--- config.mk ---
export PLATFORM = sky130hd
export DESIGN_NAME = ofdm_data_scrambler
export DESIGN_NICKNAME = d
export VERILOG_FILES = /design/src/rtl/ofdm_data_scrambler.sv
export SDC_FILE = /design/constraint.sdc
export NUM_CORES = 1
export LEC_CHECK = 0
export CORE_AREA = 2 2 74 76
export DETAILED_ROUTE_END_ITERATION = 10
export DIE_AREA = 0 0 76 78
export MAX_ROUTING_LAYER = met4
export PLACE_DENSITY = 0.84
export RECOVER_POWER = 25
export SYNTH_ARGS = -nofsm -noshare
export SYNTH_HDL_FRONTEND = slang
export SYNTH_SLANG_ARGS = --single-unit
--- constraint.sdc ---
create_clock -name clk -period 3.4 [get_ports clk]
set_clock_uncertainty 0.1 [all_clocks]
set_input_delay 0.34 -clock clk [delete_from_list [all_inputs] [get_ports clk]]
set_output_delay 0.34 -clock clk [all_outputs]
set_load 0.1 [all_outputs]
--- src/rtl/ofdm_data_scrambler.sv ---
// 802.11a DATA-field scrambler: SERVICE + data octets + tail/pad, emitted as nibbles.
// Optional `define SCRAMBLER_BYPASS_EN adds a per-frame bypass input.
module ofdm_data_scrambler #(
    parameter logic [6:0]  DEF_SEED = 7'b1011101,
    parameter int unsigned NIB_W    = 4
) (
    input  logic             clk,
    input  logic             rst,
    input  logic             start,
    input  logic [6:0]       seed_in,
    input  logic [11:0]      length_in,
`ifdef SCRAMBLER_BYPASS_EN
    input  logic             bypass,
`endif
    input  logic             in_valid,
    input  logic [NIB_W-1:0] in_data,
    output logic             in_ready,
    output logic             out_valid,
    output logic [NIB_W-1:0] out_data,
    input  logic             out_ready,
    output logic             out_last,
    output logic             busy,
    output logic             done
);

    typedef enum logic [2:0] {StIdle, StService, StData, StTail, StFlush} state_e;

    state_e           state_q, state_d;
    logic [6:0]       lfsr_q, lfsr_d;
    logic [12:0]      cnt_q, cnt_d;
    logic [11:0]      len_q, len_d;
    logic             out_valid_q, out_valid_d;
    logic [NIB_W-1:0] out_data_q, out_data_d;
    logic             out_last_q, out_last_d;
    logic             busy_q, busy_d;
    logic             done_q, done_d;

    logic             advance;
    logic             data_last;
    logic             scr_en;
    logic             fb;
    logic [NIB_W-1:0] src_nib, scr_nib;
    logic [6:0]       lfsr_step;

`ifdef SCRAMBLER_BYPASS_EN
    logic byp_q, byp_d;
    assign scr_en = ~byp_q;
`else
    assign scr_en = 1'b1;
`endif

    assign advance   = !out_valid_q || out_ready;
    assign data_last = (cnt_q == ({len_q, 1'b0} - 13'd1));
    assign src_nib   = (state_q == StData) ? in_data : '0;

    // Four LFSR steps per nibble, bit0 first in time.
    always_comb begin
        lfsr_step = lfsr_q;
        scr_nib   = '0;
        fb        = 1'b0;
        for (int i = 0; i < NIB_W; i++) begin
            fb         = lfsr_step[6] ^ lfsr_step[3];
            scr_nib[i] = src_nib[i] ^ (fb & scr_en);
            lfsr_step  = {lfsr_step[5:0], fb};
        end
    end

    always_comb begin
        state_d     = state_q;
        lfsr_d      = lfsr_q;
        cnt_d       = cnt_q;
        len_d       = len_q;
        out_valid_d = out_valid_q;
        out_data_d  = out_data_q;
        out_last_d  = out_last_q;
        busy_d      = busy_q;
        done_d      = 1'b0;
        in_ready    = 1'b0;
`ifdef SCRAMBLER_BYPASS_EN
        byp_d       = byp_q;
`endif

        if (out_valid_q && out_ready) begin
            out_valid_d = 1'b0;
            out_last_d  = 1'b0;
        end

        unique case (state_q)
            StIdle: begin
                // The cycle carrying done is still IDLE but must not accept a start.
                if (start && length_in != '0 && !done_q) begin
                    lfsr_d  = (seed_in == '0) ? DEF_SEED : seed_in;
                    len_d   = length_in;
                    cnt_d   = '0;
                    busy_d  = 1'b1;
                    state_d = StService;
`ifdef SCRAMBLER_BYPASS_EN
                    byp_d   = bypass;
`endif
                end
            end
            StService: begin
                if (advance) begin
                    out_valid_d = 1'b1;
                    out_data_d  = scr_nib;
                    out_last_d  = 1'b0;
                    lfsr_d      = lfsr_step;
                    cnt_d       = cnt_q + 13'd1;
                    if (cnt_q[1:0] == 2'd3) begin
                        cnt_d   = '0;
                        state_d = StData;
                    end
                end
            end
            StData: begin
                in_ready = advance;
                if (in_valid && advance) begin
                    out_valid_d = 1'b1;
                    out_data_d  = scr_nib;
                    out_last_d  = 1'b0;
                    lfsr_d      = lfsr_step;
                    cnt_d       = cnt_q + 13'd1;
                    if (data_last) begin
                        cnt_d   = '0;
                        state_d = StTail;
                    end
                end
            end
            StTail: begin
                if (advance) begin
                    out_valid_d = 1'b1;
                    lfsr_d      = lfsr_step;
                    if (cnt_q == '0) begin
                        out_data_d = '0;
                        out_last_d = 1'b0;
                        cnt_d      = 13'd1;
                    end else begin
                        // Last two tail bits are zero; upper bits are scrambled pad.
                        out_data_d = {scr_nib[3:2], 2'b00};
                        out_last_d = 1'b1;
                        state_d    = StFlush;
                    end
                end
            end
            StFlush: begin
                if (out_valid_q && out_ready) begin
                    done_d  = 1'b1;
                    busy_d  = 1'b0;
                    state_d = StIdle;
                end
            end
            default: state_d = StIdle;
        endcase
    end

    always_ff @(posedge clk) begin
        if (rst) begin
            state_q     <= StIdle;
            lfsr_q      <= 7'h7F;
            cnt_q       <= '0;
            len_q       <= '0;
            out_valid_q <= 1'b0;
            out_data_q  <= '0;
            out_last_q  <= 1'b0;
            busy_q      <= 1'b0;
            done_q      <= 1'b0;
`ifdef SCRAMBLER_BYPASS_EN
            byp_q       <= 1'b0;
`endif
        end else begin
            state_q     <= state_d;
            lfsr_q      <= lfsr_d;
            cnt_q       <= cnt_d;
            len_q       <= len_d;
            out_valid_q <= out_valid_d;
            out_data_q  <= out_data_d;
            out_last_q  <= out_last_d;
            busy_q      <= busy_d;
            done_q      <= done_d;
`ifdef SCRAMBLER_BYPASS_EN
            byp_q       <= byp_d;
`endif
        end
    end

    assign out_valid = out_valid_q;
    assign out_data  = out_data_q;
    assign out_last  = out_last_q;
    assign busy      = busy_q;
    assign done      = done_q;

endmodule

==> metrics.md <==
| Metric | Value |
|---|---|
| Status | `finished clean` |
| Routed Wire Length | `6600 um` |
| HP Class | `register to register` |
| First-pass GRT wire length | `11300 um` |
| Synth area leader | `dfxtp_1` |
| Post-Synthesis Cells | `346` |
| Worst path max stage delay | `510 ps` |
| Largest net degree at the start of global routing | `28` |
| Arr. time, crit path | `3020 ps` |
| #FFs+latches synth | `43` |
| Final core occ | `0.636` |
| Max stage delay cell, worst path | `nor4_4` |
| Worst hold slack | `393 ps` |
| Synthesized net count | `378` |
| Initial antenna violation count | `0` |
| Area share of the largest cell type after synthesis | `0.316` |
| Largest family of logic cells by synthesized area | `simple AND/OR/NAND/NOR gates` |
| Slew at the pin closest to its max-slew limit | `1210 ps` |
| Total congestion overflow | `0` |
| Setup_tns | `0 ps` |
| Final Setup Violations | `0` |
| Post-synthesis adder-cell area fraction | `0.0184` |
| Vias/cell | `5.87` |
| Via Count | `2575` |
| Post-synthesis mux area share | `0.0588` |
| CTS tree | `built` |
| Vias in the first global route | `2484` |
| Ports | `37` |
| # clock sinks | `43` |
| Final Cycle Share | `0.851` |
| Maximum Capacitance Violations | `0` |
| PwrDens | `497 mW/mm^2` |
| Most frequent cell after synthesis | `nor2_1` |
| CP cell instances | `nor4_4, nand3_2, or3_4, a2111oi_4, a21boi_2, or4_1, a21oi_1` |
| Final nets | `400` |
| Startpoint types | `register` |
| Yosys warnings | `0` |
| Antenna Nets Post-Route | `0` |
| PortBufs | `36` |
| Max Slew Vio Count | `0` |
| Drt pass-1 iters | `4` |
| Clk slew on worst S/H paths | `90 ps` |
| Synthesis-to-finish area growth | `17.7%` |
| Share of post-route cells with drive strength above 1 | `0.0650` |
| Starting density of the core | `0.540` |
| Final Hold Vio Count | `0` |
| RSZ-0062 raised after global routing | `no` |
| Drt wl/cell | `15.0 um` |
| Die X | `76 um` |
| Max IR drop VDD | `0.320 mV` |
| CTS buffer count | `5` |
| GRT Total Usage | `0.237` |
| Post-CTS resize count | `0` |
| Post-CTS Setup Inserts | `0` |
| Data required, critical path | `3530 ps` |
| CP Class | `register to register` |
| Max FO, Critical Path | `11` |
| Average cell area after synthesis | `7.87 sq um` |
| Synthesized area | `0.00272 sq mm` |
| Ant. Diodes | `0` |
| Crit end category | `register` |
| Drt drc | `0` |
| Worst-Skew Late Latency | `310 ps` |
| Chip Height | `78 um` |
| Synth Area in Compound Gates | `0.191` |
| Number of library cell types mapped by synthesis | `53` |
| Top cells by area, synth | `dfxtp_1 (32%), nor2_1 (7.3%), mux2i_1 (5.9%), xnor2_1 (4.2%), nand2_1 (3.7%)` |
| CTS root buffer | `clkbuf_8` |
| Relative slew slack | `0.195` |
| Core Footprint | `0.00504 sq mm` |
| Dominant synthesized flop cell | `dfxtp_1` |
| Pre-CTS setup slack | `549 ps` |
| Leakage | `1.18 nW` |
| Number of enable flip-flop cells after synthesis | `0` |
| XOR/XNOR share of the synthesized area | `0.0790` |
| Row cnt | `26` |
| Routability Congestion | `0.877` |
| HPWL Detailed | `4920 um` |
| # hold bufs at CTS | `0` |
| Max H-tree Level | `2` |
| DIE AREA | `0.00593 sq mm` |
| Filler Cells Inserted | `448` |
| Fmax | `0.346 GHz` |
| Area after DPL | `0.00310 sq mm` |
| Most instantiated cells after synthesis | `nor2_1 (53), dfxtp_1 (43), nand2_1 (27)` |
| Initial DRC count | `149` |
| Max Root-Sink Buffers | `2` |
| Simple-Gate Fraction of Synth Area | `0.285` |
| Setup ws final | `507 ps` |
| Sequential area share after synthesis | `0.316` |
| Post-route cell area | `0.00321 sq mm` |
| Share of synthesized registers carrying an async set or reset | `0` |
| Fin crit period | `2890 ps` |
[worst max-delay path, delay by kind of cell, from the launching register on]
family / cells / cell delay, ps
compound gates: 3 / 750
simple gates: 4 / 1550
flops: 1 / 420
[routing by layer]
layer  GRT usage  wire (um)  up-vias
met2       0.392       3290       83
met5           -          0        -
met1       0.283       2900     1208
met3      0.0640        346        8
li1            -          -     1276
met4      0.0800         63        0
[power by group]
part | switching [mW] | leakage, nW | total [mW] | internal (mW)
Combinational | 0.329 | 0.774 | 0.567 | 0.238
Clock | 0.184 | 0.0581 | 0.402 | 0.219
Sequential | 0.0707 | 0.351 | 0.623 | 0.552
[final cells by class]
cell class                      count  area, sq um  area share
Clock buffer                        5         68.8      0.0215
Clock inverter                      3         43.8      0.0137
Inverter                           10         37.5      0.0117
Multi-Input combinational cell    268         1720       0.537
Sequential cell                    43          861       0.269
Tap cell                           70         87.6      0.0273
Timing Repair Buffer               40          384       0.120
[final timing paths]
path	startpoint	end	slack, ps	cells past startpoint
max	len_q[2]$_SDFFE_PP0P_	state_q[0]$_SDFFE_PP0P_	510	7
min	out_last$_SDFF_PP0_	out_last$_SDFF_PP0_	390	2
max reg2reg	len_q[2]$_SDFFE_PP0P_	state_q[0]$_SDFFE_PP0P_	510	7
min reg2reg	out_last$_SDFF_PP0_	out_last$_SDFF_PP0_	390	2
[sequential cells by signal, summed over array words and instances (netlist names)]
signal	cells
cnt_q	13
len_q	12
lfsr_q	7
out_data	4
state_q	3
busy	1
done	1
out_last	1
out_valid	1
[kinds of logic (layout without fill, tap and decap cells)]
kind of cell | count (synthesis) | after routing
AND/OR/NAND/NOR | 155 | 155
flip-flops | 43 | 43
buffers and inverters | 35 | 58
adder cells (fa/ha/maj) | 4 | 4
multiplexers | 16 | 16
XOR/XNOR | 23 | 23
AO/OA/AOI/OAI | 70 | 70
[stage by stage]
| stage | total power [mW] | std cells |
|---|---|---|
| after floorplan | 1.05 | 346 |
| after global placement | 1.18 | 431 |
| after detailed placement | 1.20 | 431 |
| after CTS | 1.60 | 439 |
| after global routing | 1.69 | 439 |
| final | 1.59 | 439 |
[cell usage in the layout, fill, tap and decap left out, types with 2 or more instances in the layout]
master           count
a211o_1              4
a211oi_1             5
a21oi_1             15
a22o_1               2
a22oi_1              2
a311oi_1             5
a31oi_1              5
and2_1               3
and3_1               5
buf_4                4
clkbuf_8             5
clkdlybuf4s50_1     34
dfxtp_1             43
ha_1                 4
inv_1               10
mux2i_1             16
nand2_1             27
nand2b_1            10
nand3_1             16
nand4_1              6
nor2_1              53
nor2b_1              3
nor3_1               8
nor3b_1              2
nor4_1               6
nor4b_1              2
o2111ai_1            2
o211ai_1             3
o21ai_0              7
o22ai_1              6
o41ai_1              2
or2_2                4
or3_1                4
or4_1                2
xnor2_1             13
xor2_1               9
Power figures use the tool's default switching activity.
